`config.mk`:
```
export PLATFORM = sky130hd
export DESIGN_NAME = uart_boot_loader_flat
export DESIGN_NICKNAME = d
export VERILOG_FILES = /design/src/rtl/uart_boot_loader_if.sv /design/src/rtl/uart_boot_loader.sv /design/src/flat_wrapper.sv
export SDC_FILE = /design/constraint.sdc
export NUM_CORES = 1
export LEC_CHECK = 0
export ABC_AREA = 1
export CORE_MARGIN = 10
export CORE_UTILIZATION = 54
export CTS_CLUSTER_DIAMETER = 60
export DETAILED_ROUTE_END_ITERATION = 6
export GPL_TIMING_DRIVEN = 0
export PLACE_DENSITY = 0.76
export REMOVE_ABC_BUFFERS = 1
export SLEW_MARGIN = 20
export SYNTH_ARGS = -nofsm -noshare
export SYNTH_HDL_FRONTEND = slang
export SYNTH_SLANG_ARGS = --single-unit
export TNS_END_PERCENT = 10
```
`constraint.sdc`:
```
create_clock -name clk -period 2.1 [get_ports clk]
set_clock_uncertainty 0.05 [all_clocks]
set_input_delay 0.42 -clock clk [delete_from_list [all_inputs] [get_ports clk]]
set_output_delay 0.42 -clock clk [all_outputs]
set_load 0.1 [all_outputs]
```
`src/rtl/uart_boot_loader_if.sv`:
```
// Byte-stream input, memory write port and boot status of the UART boot loader.
// The loader takes the master modport; the UART/memory side takes the slave modport.
interface uart_boot_loader_if;
    logic        rx_data_valid;
    logic [7:0]  rx_data;
    logic        mem_req;
    logic [31:0] mem_addr;
    logic [31:0] mem_wdata;
    logic        mem_ack;
    logic        core_hold;
    logic        boot_go;
    logic [1:0]  err;

    modport master (
        input  rx_data_valid, rx_data, mem_ack,
        output mem_req, mem_addr, mem_wdata, core_hold, boot_go, err
    );

    modport slave (
        output rx_data_valid, rx_data, mem_ack,
        input  mem_req, mem_addr, mem_wdata, core_hold, boot_go, err
    );
endinterface

```
`src/rtl/uart_boot_loader.sv`:
```
// Boot frame parser: SYNC | ADDR LE | LEN LE | LEN words LE | XOR checksum.
// Writes each word to memory and releases the core only after a verified frame.
module uart_boot_loader #(
    parameter int unsigned CLK_FREQ       = 100_000_000,
    parameter int unsigned TIMEOUT_CYCLES = CLK_FREQ / 100,
    parameter logic [7:0]  SYNC_BYTE      = 8'hA5
) (
    input logic               clk,
    input logic               rst,
    uart_boot_loader_if.master bus
);
    localparam logic [2:0] S_IDLE  = 3'd0;
    localparam logic [2:0] S_ADDR  = 3'd1;
    localparam logic [2:0] S_LEN   = 3'd2;
    localparam logic [2:0] S_DATA  = 3'd3;
    localparam logic [2:0] S_CSUM  = 3'd4;
    localparam logic [2:0] S_DRAIN = 3'd5;
    localparam logic [2:0] S_DONE  = 3'd6;

    localparam logic [31:0] TIMEOUT_LAST = 32'(TIMEOUT_CYCLES - 1);

    logic [2:0]  state_q, state_d;
    logic        valid_prev_q;
    logic [1:0]  byte_cnt_q, byte_cnt_d;
    logic [15:0] word_cnt_q, word_cnt_d;
    logic [15:0] len_q, len_d;
    logic [31:0] asm_q, asm_d;
    logic [7:0]  csum_q, csum_d;
    logic [31:0] timer_q, timer_d;
    logic        mem_req_q, mem_req_d;
    logic [31:0] mem_addr_q, mem_addr_d;
    logic [31:0] mem_wdata_q, mem_wdata_d;
    logic        core_hold_q, core_hold_d;
    logic        boot_go_q, boot_go_d;
    logic [1:0]  err_q, err_d;

    logic        strobe;
    logic        acked;
    logic        in_frame;
    logic [31:0] asm_shift;

    assign strobe    = bus.rx_data_valid && !valid_prev_q;
    assign acked     = mem_req_q && bus.mem_ack;
    assign in_frame  = (state_q == S_ADDR) || (state_q == S_LEN) ||
                       (state_q == S_DATA) || (state_q == S_CSUM);
    assign asm_shift = {bus.rx_data, asm_q[31:8]};

    always_comb begin
        // NOTE: every next-state signal gets a default first so no path infers a latch.
        state_d     = state_q;
        byte_cnt_d  = byte_cnt_q;
        word_cnt_d  = word_cnt_q;
        len_d       = len_q;
        asm_d       = asm_q;
        csum_d      = csum_q;
        timer_d     = 32'd0;
        mem_req_d   = mem_req_q;
        mem_addr_d  = mem_addr_q;
        mem_wdata_d = mem_wdata_q;
        core_hold_d = core_hold_q;
        boot_go_d   = 1'b0;
        err_d       = err_q;

        if (acked) begin
            mem_req_d  = 1'b0;
            mem_addr_d = mem_addr_q + 32'd4;
        end

        if (in_frame && !strobe) begin
            timer_d = timer_q + 32'd1;
        end

        case (state_q)
            S_IDLE: begin
                if (strobe && bus.rx_data == SYNC_BYTE) begin
                    state_d     = S_ADDR;
                    core_hold_d = 1'b1;
                    csum_d      = 8'd0;
                    byte_cnt_d  = 2'd0;
                end
            end
            S_ADDR: begin
                if (strobe) begin
                    csum_d     = csum_q ^ bus.rx_data;
                    asm_d      = asm_shift;
                    byte_cnt_d = byte_cnt_q + 2'd1;
                    if (byte_cnt_q == 2'd3) begin
                        if (asm_shift[1:0] != 2'd0) begin
                            err_d   = 2'd3;
                            state_d = S_IDLE;
                        end else begin
                            mem_addr_d = asm_shift;
                            state_d    = S_LEN;
                        end
                    end
                end
            end
            S_LEN: begin
                if (strobe) begin
                    csum_d     = csum_q ^ bus.rx_data;
                    byte_cnt_d = byte_cnt_q + 2'd1;
                    if (byte_cnt_q == 2'd0) begin
                        len_d[7:0] = bus.rx_data;
                    end else begin
                        len_d[15:8] = bus.rx_data;
                        byte_cnt_d  = 2'd0;
                        word_cnt_d  = 16'd0;
                        state_d     = ({bus.rx_data, len_q[7:0]} == 16'd0) ? S_CSUM : S_DATA;
                    end
                end
            end
            S_DATA: begin
                if (strobe) begin
                    csum_d     = csum_q ^ bus.rx_data;
                    asm_d      = asm_shift;
                    byte_cnt_d = byte_cnt_q + 2'd1;
                    if (byte_cnt_q == 2'd3) begin
                        // A word may complete in the very cycle the previous one is acked.
                        if (mem_req_q && !bus.mem_ack) begin
                            err_d     = 2'd3;
                            mem_req_d = 1'b0;
                            state_d   = S_IDLE;
                        end else begin
                            mem_wdata_d = asm_shift;
                            mem_req_d   = 1'b1;
                            word_cnt_d  = word_cnt_q + 16'd1;
                            if (word_cnt_q == len_q - 16'd1) begin
                                state_d = S_CSUM;
                            end
                        end
                    end
                end
            end
            S_CSUM: begin
                if (strobe) begin
                    if (bus.rx_data == csum_q) begin
                        state_d = (mem_req_q && !bus.mem_ack) ? S_DRAIN : S_DONE;
                    end else begin
                        err_d   = 2'd1;
                        state_d = S_IDLE;
                    end
                end
            end
            S_DRAIN: begin
                if (acked) begin
                    state_d = S_DONE;
                end
            end
            S_DONE: begin
                boot_go_d   = 1'b1;
                core_hold_d = 1'b0;
                err_d       = 2'd0;
                state_d     = S_IDLE;
            end
            default: state_d = S_IDLE;
        endcase

        if (in_frame && !strobe && timer_q >= TIMEOUT_LAST) begin
            err_d     = 2'd2;
            mem_req_d = 1'b0;
            state_d   = S_IDLE;
        end
    end

    always_ff @(posedge clk) begin
        // NOTE: sequential state uses non-blocking assignments only.
        if (rst) begin
            state_q      <= S_IDLE;
            valid_prev_q <= 1'b0;
            byte_cnt_q   <= 2'd0;
            word_cnt_q   <= 16'd0;
            len_q        <= 16'd0;
            asm_q        <= 32'd0;
            csum_q       <= 8'd0;
            timer_q      <= 32'd0;
            mem_req_q    <= 1'b0;
            mem_addr_q   <= 32'd0;
            mem_wdata_q  <= 32'd0;
            core_hold_q  <= 1'b0;
            boot_go_q    <= 1'b0;
            err_q        <= 2'd0;
        end else begin
            state_q      <= state_d;
            valid_prev_q <= bus.rx_data_valid;
            byte_cnt_q   <= byte_cnt_d;
            word_cnt_q   <= word_cnt_d;
            len_q        <= len_d;
            asm_q        <= asm_d;
            csum_q       <= csum_d;
            timer_q      <= timer_d;
            mem_req_q    <= mem_req_d;
            mem_addr_q   <= mem_addr_d;
            mem_wdata_q  <= mem_wdata_d;
            core_hold_q  <= core_hold_d;
            boot_go_q    <= boot_go_d;
            err_q        <= err_d;
        end
    end

    assign bus.mem_req   = mem_req_q;
    assign bus.mem_addr  = mem_addr_q;
    assign bus.mem_wdata = mem_wdata_q;
    assign bus.core_hold = core_hold_q;
    assign bus.boot_go   = boot_go_q;
    assign bus.err       = err_q;
endmodule

```
`src/flat_wrapper.sv`:
```
// flat-port wrapper written by rule: the top's interface ports become plain ports
module uart_boot_loader_flat 
#(
    parameter int unsigned CLK_FREQ       = 100_000_000,
    parameter int unsigned TIMEOUT_CYCLES = CLK_FREQ / 100,
    parameter logic [7:0]  SYNC_BYTE      = 8'hA5
)
  (clk, rst, bus_rx_data_valid, bus_rx_data, bus_mem_ack, bus_mem_req, bus_mem_addr, bus_mem_wdata, bus_core_hold, bus_boot_go, bus_err);
  uart_boot_loader_if bus_i ();
  input logic clk;
  input logic rst;
  input wire logic [$bits(bus_i.rx_data_valid)-1:0] bus_rx_data_valid;
  input wire logic [$bits(bus_i.rx_data)-1:0] bus_rx_data;
  input wire logic [$bits(bus_i.mem_ack)-1:0] bus_mem_ack;
  output wire logic [$bits(bus_i.mem_req)-1:0] bus_mem_req;
  output wire logic [$bits(bus_i.mem_addr)-1:0] bus_mem_addr;
  output wire logic [$bits(bus_i.mem_wdata)-1:0] bus_mem_wdata;
  output wire logic [$bits(bus_i.core_hold)-1:0] bus_core_hold;
  output wire logic [$bits(bus_i.boot_go)-1:0] bus_boot_go;
  output wire logic [$bits(bus_i.err)-1:0] bus_err;
  assign bus_i.rx_data_valid = bus_rx_data_valid;
  assign bus_i.rx_data = bus_rx_data;
  assign bus_i.mem_ack = bus_mem_ack;
  assign bus_mem_req = bus_i.mem_req;
  assign bus_mem_addr = bus_i.mem_addr;
  assign bus_mem_wdata = bus_i.mem_wdata;
  assign bus_core_hold = bus_i.core_hold;
  assign bus_boot_go = bus_i.boot_go;
  assign bus_err = bus_i.err;
  uart_boot_loader #(.CLK_FREQ(CLK_FREQ), .TIMEOUT_CYCLES(TIMEOUT_CYCLES), .SYNC_BYTE(SYNC_BYTE)) u_core (.clk(clk), .rst(rst), .bus(bus_i));
endmodule
```
==> run summary, run 1 <==
Leak Pwr -> 4.377 nW
Worst path depth -> 1
die span in x -> 145.0 um
Tmin final -> 2094 ps
setup_tns -> 0 ps
# diodes -> 0
Largest stage delay, worst path -> 860 ps
post-synthesis cell type count -> 49
Worst Tran Pin Value -> 979.5 ps
most used routing layer in global routing -> met2
# clock sinks -> 171
fin util -> 69.37%
pwr dens -> 824.2 mW/mm^2
Non-Filler Instances -> 1501
Layout area overhead -> 25.54%
Worst Path Required -> 1630 ps
post-synthesis sequential area ratio -> 40.60%
VDD IR max -> 0.6978 mV
worst hold path type -> reg -> reg
Net Sw Frac -> 32.58%
Final Hold Fails -> 0
Initial Utilization -> 55.26%
CTS tree -> built
Mapped Area -> 0.008432 sq mm
I/O Buffers -> 80
Int Power -> 5.881 mW
total wire length -> 23820 um
DIE HEIGHT -> 145.0 um
Max-Cap Viols -> 0
area of the multi-input gates -> 0.004552 sq mm
commonest non-fill, non-tap cells in the layout -> nand2_1, dfxtp_1, inv_1, o21ai_0, nor2_1
CTS H-tree lvls -> 4
Setup crit start kind -> register
crit end category -> primary output
Ys Warns -> 0
Clk Latency, worst-skew pair -> 430 ps
Sequential cell area -> 0.003442 sq mm
pin count of the biggest net entering global routing -> 59
Iter 0 DRT Violations -> 715
Crit Path Max Fanout -> 2
final worst-path cycle share -> 99.71%
GPL Wtd Cong -> 0.9230
GRT met1 Usage -> 28.08%
Overall Global Routing Usage -> 21.06%
Combinational Power Share -> 21.7%
headroom to the max-slew limit -> 34.96%
commonest non-fill, non-tap cell in the layout -> nand2_1
crit-path cells -> dlygate4sd2_1
crit path buf inv count -> 1
dominant synthesized flop cell -> dfxtp_1
Final ANT Viol Nets -> 0
Setup crit start -> u_core.bus.mem_wdata[21]$_SDFFE_PP0P_
Post-synth EDFFs -> 0
drt first pass iters -> 5
DP HPWL -> 15680 um
kind of critical path -> reg -> out
maximum clock insertion buffer count -> 2
min-delay src -> u_core.timer_q[0]$_SDFF_PP0_
FP Rows -> 45
f_max -> 0.4776 GHz
ys async rst share -> 0%
worst reg2reg path startpoint -> u_core.state_q[1]$_SDFFE_PP0P_
Core Area -> 0.01526 sq mm
setup violators final -> 0
Syn Inst Count -> 1180
RSZ-0062 raised after global routing -> yes
NumNets Final -> 1298
Vias/cell -> 5.525
Sw Pwr -> 2.843 mW
total die area -> 0.02101 sq mm
Data arrival, critical path -> 1620 ps
layout cells sized above 1 -> 16.43%
Fillers -> 1243
Worst R2R Path Depth -> 9
worst hold path depth -> 1
syn avg cell area -> 7.146 sq um
Clk pin slew, worst setup/hold paths -> 70 ps
CTS Hold Bufs -> 0
initial antenna violation count -> 0
DP Cell Count -> 1437
drt wl/cell -> 15.87 um
met2 Use GR -> 33.25%
clock power share -> 36.7%
kind of cell adding the most delay to the critical path -> buffers and inverters
drt drc -> 0
first-pass GRT wire length -> 37550 um
CTS root buffer -> clkbuf_16
Final Max Tran Viols -> 0
gr ovfl total -> 0
vias in the first global route -> 7493
via count -> 8293
outcome -> finished, final reports clean
io pins -> 81
CP max-delay cell -> dlygate4sd2_1
routing usage on met3 -> 4.129%
synthesized flop and latch total -> 171
register share of total power -> 41.6%
Num CTS Buffers -> 17
-- power groups by stage --
stage               Sequential, mW  Combinational, mW  Clock [mW]
floorplan                     3.79               1.11           0
global placement              3.68               1.60           0
detailed placement            3.68               1.65           0
CTS                           3.61               1.70        3.23
global route                  3.65               2.09        3.36
finish                        3.63               1.89        3.20
-- cells in the mapped netlist, types with 10 or more instances --
cell type    n  area share (%)
nand2_1    189             8.4
dfxtp_1    171              41
inv_1      155             6.9
nor2_1     129             5.7
o21ai_0    119             7.1
a21oi_1    111             6.6
nand3_1     43             2.6
nor3_1      35             2.1
nand4_1     26             1.9
clkbuf_1    25             1.1
xor2_1      24             2.5
xnor2_1     23             2.4
nor4_1      14             1.0
o211ai_1    11            0.98
buf_2       10            0.59
-- state kept, by name, summed over array words and instances (netlist names) --
register	flops
u_core.bus.mem_addr	32
u_core.bus.mem_wdata	32
u_core.timer_q	32
u_core.asm_q	24
u_core.len_q	16
u_core.word_cnt_q	16
u_core.csum_q	8
u_core.state_q	3
u_core.bus.err	2
u_core.byte_cnt_q	2
u_core.bus.boot_go	1
u_core.bus.core_hold	1
u_core.bus.mem_req	1
u_core.valid_prev_q	1
-- worst paths after layout --
kind / end / slack [ps]
setup reg to reg: u_core.word_cnt_q[7]$_SDFFE_PP0P_ / 70
hold reg to reg: u_core.timer_q[0]$_SDFF_PP0_ / 370
setup / recovery: bus_mem_wdata[21] / 6
hold / removal: u_core.timer_q[0]$_SDFF_PP0_ / 370
-- metal layers --
layer / wire length (um) / part of all wire, %
met5: 0 / 0
met4: 570 / 2.4
met3: 1701 / 7.1
met2: 10860 / 46
met1: 10690 / 45
-- per-stage QoR --
step                setup slack (ps)  power, mW  hold slack, ps  area (sq um)
finish                         6.020      8.724           374.7         10590
global route                  -55.89      9.091           391.5         10590
CTS                           -57.12      8.551           390.9         10240
detailed placement             -1648      5.335           382.6          9417
global placement               -3799      5.282           381.5          9341
floorplan                      -1083      4.899           367.5          8277
-- worst register-to-register path, cell delays in order (launching register included) --
cell and delay (ps):
dfxtp_1 330, inv_1 160, nor3_4 290, nand2_2 150
nand2_4 110, nand3_4 130, nor4_4 340, nand2_2 130
o21ai_0 170, a21oi_1 50
-- what timing repair did --
item | CTS | global route
gates cloned | 4 | 0
setup endpoints to repair | 235 | 89
resized for setup | 187 | 90
pin swaps | 4 | 28
setup buffers | 8 | 21
-- area by class of cell --
class | count | share of cell area, %
clock buffers | 18 | 4.149
well taps | 211 | 2.494
clock inverters | 13 | 1.466
repair inverters | 2 | 0.1537
flip-flops and latches | 171 | 32.52
repair buffers | 111 | 10.33
multi-input cells | 815 | 43.00
inverters | 160 | 5.887
-- cells by family (layout without fill, tap and decap cells) --
group / Yosys count / after routing / synth area share [%]
flops: 171 / 171 / 40.60
xor+xnor: 47 / 47 / 4.882
compound gates: 276 / 276 / 17.94
simple gates: 482 / 484 / 26.41
fa+ha+maj: 8 / 8 / 1.187
buf+inv: 196 / 304 / 8.978
(Power assumes the default switching activity.)
==> run 2: changes to the inputs <==
--- a/config.mk
+++ b/config.mk
@@ -13,6 +13,7 @@
 export GPL_TIMING_DRIVEN = 0
 export PLACE_DENSITY = 0.76
 export REMOVE_ABC_BUFFERS = 1
+export SETUP_SLACK_MARGIN = 0.5
 export SLEW_MARGIN = 20
 export SYNTH_ARGS = -nofsm -noshare
 export SYNTH_HDL_FRONTEND = slang
==> run summary, run 2 (same netlist as run 1, synthesis figures left out) <==
outcome -> finished, final reports clean (unchanged)
drt drc -> 0 (unchanged)
Initial Utilization -> 55.26% (unchanged)
Leak Pwr -> 5.181 nW (was 4.377 nW)
Worst Tran Pin Value -> 537.0 ps (was 979.5 ps)
Core Area -> 0.01526 sq mm (unchanged)
Setup crit start kind -> register (unchanged)
io pins -> 81 (unchanged)
worst reg2reg path startpoint -> u_core.state_q[1]$_SDFFE_PP0P_ (unchanged)
CTS root buffer -> clkbuf_16 (unchanged)
layout cells sized above 1 -> 32.74% (was 16.43%)
initial antenna violation count -> 0 (unchanged)
final worst-path cycle share -> 96.27% (was 99.71%)
setup violators final -> 0 (unchanged)
# diodes -> 0 (unchanged)
min-delay src -> bus_rx_data_valid (was u_core.timer_q[0]$_SDFF_PP0_)
headroom to the max-slew limit -> 64.12% (was 34.96%)
Data arrival, critical path -> 2350 ps (was 1620 ps)
pin count of the biggest net entering global routing -> 60 (was 59)
Setup crit start -> u_core.state_q[1]$_SDFFE_PP0P_ (was u_core.bus.mem_wdata[21]$_SDFFE_PP0P_)
f_max -> 0.4946 GHz (was 0.4776 GHz)
CTS tree -> built (unchanged)
commonest non-fill, non-tap cell in the layout -> nand2_1 (unchanged)
Num CTS Buffers -> 17 (unchanged)
Iter 0 DRT Violations -> 1147 (was 715)
routing usage on met3 -> 4.315% (was 4.129%)
total power -> 9.100 mW (was 8.724 mW)
Crit Path Max Fanout -> 8 (was 2)
# clock sinks -> 171 (unchanged)
vias in the first global route -> 8128 (was 7493)
Final ANT Viol Nets -> 0 (unchanged)
most used routing layer in global routing -> met2 (unchanged)
Combinational Power Share -> 24.0% (was 21.7%)
VDD IR max -> 0.8090 mV (was 0.6978 mV)
total die area -> 0.02101 sq mm (unchanged)
first-pass GRT wire length -> 40500 um (was 37550 um)
kind of critical path -> reg -> reg (was reg -> out)
Sequential cell area -> 0.003522 sq mm (was 0.003442 sq mm)
die span in x -> 145.0 um (unchanged)
flop-to-flop setup slack -> 80 ps (was 70 ps)
NumNets Final -> 1355 (was 1298)
I/O Buffers -> 80 (unchanged)
Sw Pwr -> 3.076 mW (was 2.843 mW)
worst hold path depth -> 3 (was 1)
Fillers -> 978 (was 1243)
GRT met1 Usage -> 29.05% (was 28.08%)
gr ovfl total -> 0 (unchanged)
Overall Global Routing Usage -> 22.84% (was 21.06%)
total wire length -> 28880 um (was 23820 um)
Clk Latency, worst-skew pair -> 440 ps (was 430 ps)
DIE HEIGHT -> 145.0 um (unchanged)
FP Rows -> 45 (unchanged)
Clk pin slew, worst setup/hold paths -> 70 ps (about the same)
Worst Path Required -> 2430 ps (was 1630 ps)
met2 Use GR -> 37.18% (was 33.25%)
Final Hold Fails -> 0 (unchanged)
crit end category -> register (was primary output)
drt wl/cell -> 18.54 um (was 15.87 um)
Final Max Tran Viols -> 0 (unchanged)
maximum clock insertion buffer count -> 2 (unchanged)
commonest non-fill, non-tap cells in the layout -> nand2_1, inv_1, dfxtp_1, o21ai_0, a21oi_1 (was nand2_1, dfxtp_1, inv_1, o21ai_0, nor2_1)
r2r endpoint -> u_core.word_cnt_q[9]$_SDFFE_PP0P_ (was u_core.word_cnt_q[7]$_SDFFE_PP0P_)
Vias/cell -> 5.853 (was 5.525)
RSZ-0062 raised after global routing -> yes (unchanged)
DP HPWL -> 15680 um (unchanged)
Net Sw Frac -> 33.80% (was 32.58%)
Tmin final -> 2022 ps (was 2094 ps)
clock power share -> 35.7% (was 36.7%)
Worst Hold Margin -> 308.4 ps (was 374.7 ps)
via count -> 9119 (was 8293)
worst hold path type -> in -> reg (was reg -> reg)
CTS H-tree lvls -> 4 (unchanged)
register share of total power -> 40.3% (was 41.6%)
hold endpoint -> u_core.valid_prev_q$_SDFF_PP0_ (was u_core.timer_q[0]$_SDFF_PP0_)
drt first pass iters -> 6 (was 5)
Max-Cap Viols -> 0 (unchanged)
GPL Wtd Cong -> 0.9230 (unchanged)
Int Power -> 6.024 mW (was 5.881 mW)
pwr dens -> 767.2 mW/mm^2 (was 824.2 mW/mm^2)
Worst R2R Path Depth -> 10 (was 9)
Layout area overhead -> 40.67% (was 25.54%)
area of the multi-input gates -> 0.005218 sq mm (was 0.004552 sq mm)
CTS Hold Bufs -> 0 (unchanged)
[run 2: critical path, cell delays in order (launching register included)]
cell	delay, ps
dfxtp_1	390
inv_4	90
nor3_4	320
nand2_2	140
nand2_4	90
nand3_4	130
nor4_4	350
nand2_2	120
o21ai_1	140
nand2_1	60
nor2_1	80
[run 2: what timing repair did]
item,4_1_cts,5_1_grt
buffers inserted,49,34
endpoints found under the setup margin,237,212
gates cloned,7,0
pin swaps,41,109
gates resized for setup,378,467
[run 2: final cells by class]
class,instances,area share (%)
timing repair inverter,2,0.1371
multi-input combinational,816,43.99
tap,211,2.226
sequential,171,29.69
timing repair buffer,167,13.54
clock inverter,13,1.308
inverter,160,5.401
clock buffer,18,3.703
[run 2: stage by stage]
| stage | instances | setup slack (ps) | utilization [%] | cell area [sq um] | setup TNS (ps) |
|---|---|---|---|---|---|
| 6_report | 1558 | 78.25 | 77.74 | 11860 | 0 |
| 5_1_grt | 1558 | -26.42 | 77.74 | 11860 | -59.02 |
| 4_1_cts | 1524 | 186.1 | 71.82 | 10960 | 0 |
| 3_5_place_dp | 1437 | -1648 | 61.71 | 9417 | -146250 |
| 3_3_place_gp | 1435 | -3799 | 61.22 | 9341 | -428620 |
| 2_1_floorplan | 1144 | -1083 | - | 8277 | -95440 |
[run 2: layer usage]
layer | vias up | share of wire (%)
li1 | 4228 | -
met3 | 107 | 9.0
met2 | 525 | 48
met5 | - | 0
met1 | 4259 | 39
met4 | 0 | 3.6
[run 2: worst max path at each step]
stage / end / slack, ps / cells past startpoint
after floorplan: u_core.bus.mem_wdata[0]$_SDFFE_PP0P_ / -1080 / 7
after CTS: u_core.state_q[2]$_SDFFE_PP0P_ / 190 / 17
after global placement: u_core.timer_q[10]$_SDFF_PP0_ / -3800 / 6
after global routing: u_core.state_q[1]$_SDFFE_PP0P_ / -30 / 17
final: u_core.word_cnt_q[9]$_SDFFE_PP0P_ / 80 / 10
after detailed placement: u_core.bus.mem_addr[27]$_SDFF_PP0_ / -1650 / 9
[run 2: power by group through the flow]
stage / combinational [mW] / clock (mW) / sequential [mW]
2_1_floorplan: 1.11 / 0 / 3.79
3_3_place_gp: 1.60 / 0 / 3.68
3_5_place_dp: 1.65 / 0 / 3.68
4_1_cts: 1.92 / 3.23 / 3.64
5_1_grt: 2.36 / 3.37 / 3.68
6_report: 2.18 / 3.25 / 3.67
==> run 3: changes to the inputs <==
--- a/config.mk
+++ b/config.mk
@@ -6,7 +6,6 @@
 export NUM_CORES = 1
 export LEC_CHECK = 0
 export ABC_AREA = 1
-export CORE_MARGIN = 10
 export CORE_UTILIZATION = 54
 export CTS_CLUSTER_DIAMETER = 60
 export DETAILED_ROUTE_END_ITERATION = 6
==> run summary, run 3 (same netlist as run 1, synthesis figures left out) <==
outcome -> finished, final reports clean (unchanged)
commonest non-fill, non-tap cell in the layout -> nand2_1 (unchanged)
I/O Buffers -> 80 (unchanged)
pin count of the biggest net entering global routing -> 59 (was 60)
gr ovfl total -> 0 (unchanged)
# clock sinks -> 171 (unchanged)
Overall Global Routing Usage -> 30.77% (was 22.84%)
NumNets Final -> 1345 (was 1355)
Non-Filler Instances -> 1525 (was 1558)
area of the multi-input gates -> 0.004795 sq mm (was 0.005218 sq mm)
via count -> 8796 (was 9119)
Leak Pwr -> 4.716 nW (was 5.181 nW)
CTS Hold Bufs -> 0 (unchanged)
DP Cell Count -> 1414 (was 1437)
worst hold path type -> in -> reg (unchanged)
FP Rows -> 45 (unchanged)
f_max -> 0.4985 GHz (was 0.4946 GHz)
headroom to the max-slew limit -> 62.20% (was 64.12%)
io pins -> 81 (unchanged)
Setup crit start -> u_core.state_q[0]$_SDFFE_PP0P_ (was u_core.state_q[1]$_SDFFE_PP0P_)
drt drc -> 0 (unchanged)
Worst Tran Pin Value -> 569.7 ps (was 537.0 ps)
die span in x -> 127.0 um (was 145.0 um)
min-delay src -> bus_rx_data_valid (unchanged)
Clk pin slew, worst setup/hold paths -> 70 ps (about the same)
final worst-path cycle share -> 95.52% (was 96.27%)
CTS H-tree lvls -> 4 (unchanged)
Vias/cell -> 5.768 (was 5.853)
Final Hold Fails -> 0 (unchanged)
total wire length -> 25330 um (was 28880 um)
Core Area -> 0.01520 sq mm (was 0.01526 sq mm)
Num CTS Buffers -> 17 (unchanged)
cell mode on critical path -> nor2_1 (was nand2_2)
crit-path cells -> nor2_1 -> inv_1 -> nor2_1 -> nand4_1 -> o21ai_4 -> inv_1 -> a221oi_1 -> nor2_1 (was inv_4 -> nor3_4 -> nand2_2 -> nand2_4 -> nand3_4 -> nor4_4 -> nand2_2 -> o21ai_1 -> nand2_1 -> nor2_1)
maximum clock insertion buffer count -> 2 (unchanged)
setup_tns -> 0 ps (unchanged)
Data arrival, critical path -> 2260 ps (was 2350 ps)
DIE HEIGHT -> 127.0 um (was 145.0 um)
Initial Utilization -> 55.47% (was 55.26%)
total die area -> 0.01612 sq mm (was 0.02101 sq mm)
Fillers -> 1082 (was 978)
CTS tree -> built (unchanged)
Setup crit start kind -> register (unchanged)
GPL Wtd Cong -> 0.9316 (was 0.9230)
Crit Path Max Fanout -> 5 (was 8)
# diodes -> 0 (unchanged)
drt first pass iters -> 6 (unchanged)
RSZ-0062 raised after global routing -> yes (unchanged)
Final ANT Viol Nets -> 0 (unchanged)
Max-Cap Viols -> 0 (unchanged)
first-pass GRT wire length -> 39430 um (was 40500 um)
initial antenna violation count -> 0 (unchanged)
vias in the first global route -> 7918 (was 8128)
Tmin final -> 2006 ps (was 2022 ps)
Layout area overhead -> 33.03% (was 40.67%)
CTS root buffer -> clkbuf_16 (unchanged)
DP HPWL -> 14610 um (was 15680 um)
pwr dens -> 777.3 mW/mm^2 (was 767.2 mW/mm^2)
Largest stage delay, worst path -> 360 ps (was 390 ps)
worst reg2reg path startpoint -> u_core.state_q[0]$_SDFFE_PP0P_ (was u_core.state_q[1]$_SDFFE_PP0P_)
Sequential cell area -> 0.003483 sq mm (was 0.003522 sq mm)
drt wl/cell -> 16.61 um (was 18.54 um)
Iter 0 DRT Violations -> 948 (was 1147)
crit end category -> register (unchanged)
commonest non-fill, non-tap cells in the layout -> nand2_1, dfxtp_1, inv_1, o21ai_0, nor2_1 (was nand2_1, inv_1, dfxtp_1, o21ai_0, a21oi_1)
setup violators final -> 0 (unchanged)
VDD IR max -> 0.7430 mV (was 0.8090 mV)
Final Max Tran Viols -> 0 (unchanged)
Worst Path Required -> 2360 ps (was 2430 ps)
layout cells sized above 1 -> 25.50% (was 32.74%)
Clk Latency, worst-skew pair -> 430 ps (was 440 ps)
CP max-delay cell -> dfxtp_2 (was dfxtp_1)
kind of critical path -> reg -> reg (unchanged)
run 3: per-layer routing:
layer / up-vias / wire length, um / GRT usage (%)
met2: 433 / 11880 / 49.87
met1: 4091 / 10770 / 40.18
li1: 4210 / - / -
met4: 0 / 712 / 13.66
met5: - / 0 / 0
met3: 62 / 1972 / 5.356
run 3: timing repair:
| item | 4_1_cts | 5_1_grt |
|---|---|---|
| cloned | 5 | 0 |
| pin swaps | 41 | 35 |
| buffers inserted | 53 | 22 |
| endpoints found under the setup margin | 237 | 236 |
| hold endpoints to repair | 0 | 0 |
| resized for setup | 347 | 72 |
run 3: worst max-delay path, delay by kind of cell (launching register included):
kind | cells | cell delay [ps]
AOI/OAI and AO/OA | 2 | 410
buffers and inverters | 2 | 220
DFF | 1 | 360
and+or+nand+nor | 4 | 850
run 3: cell type report:
| class | count | area share, % |
|---|---|---|
| timing repair buffer | 157 | 13.32 |
| clock inverter | 11 | 0.9816 |
| timing repair inverter | 2 | 0.1450 |
| tap | 188 | 2.097 |
| sequential | 171 | 31.05 |
| clock buffer | 20 | 4.071 |
| inverter | 160 | 5.588 |
| multi-input combinational | 816 | 42.74 |
run 3: path summary, 6_finish.rpt:
kind,end,slack (ps),cells past startpoint
hold reg to reg,u_core.bus.mem_addr[1]$_SDFFE_PP0P_,390,2
setup / recovery,u_core.byte_cnt_q[0]$_SDFFE_PP0P_,90,8
setup reg to reg,u_core.byte_cnt_q[0]$_SDFFE_PP0P_,90,8
hold / removal,u_core.valid_prev_q$_SDFF_PP0_,360,3
run 3: through the flow:
| step | area, sq um | hold WS, ps | util (%) | total power [mW] | worst slack, ps |
|---|---|---|---|---|---|
| after detailed placement | 9388 | 384.1 | 61.75 | 5.336 | -1574 |
| final | 11220 | 359.5 | 73.79 | 8.719 | 94.04 |
| after CTS | 10800 | 342.2 | 71.02 | 8.551 | 181.0 |
| after floorplan | 8277 | 367.5 | - | 4.899 | -1083 |
| after global placement | 9313 | 379.3 | 61.26 | 5.278 | -3714 |
| after global routing | 11220 | 359.6 | 73.79 | 9.082 | -45.31 |
run 3: where the power goes:
part	total (mW)	internal [mW]	switching, mW	leakage [nW]
combinational	2.00	0.666	1.33	3.05
clock	3.07	1.71	1.37	0.263
sequential	3.65	3.44	0.212	1.40
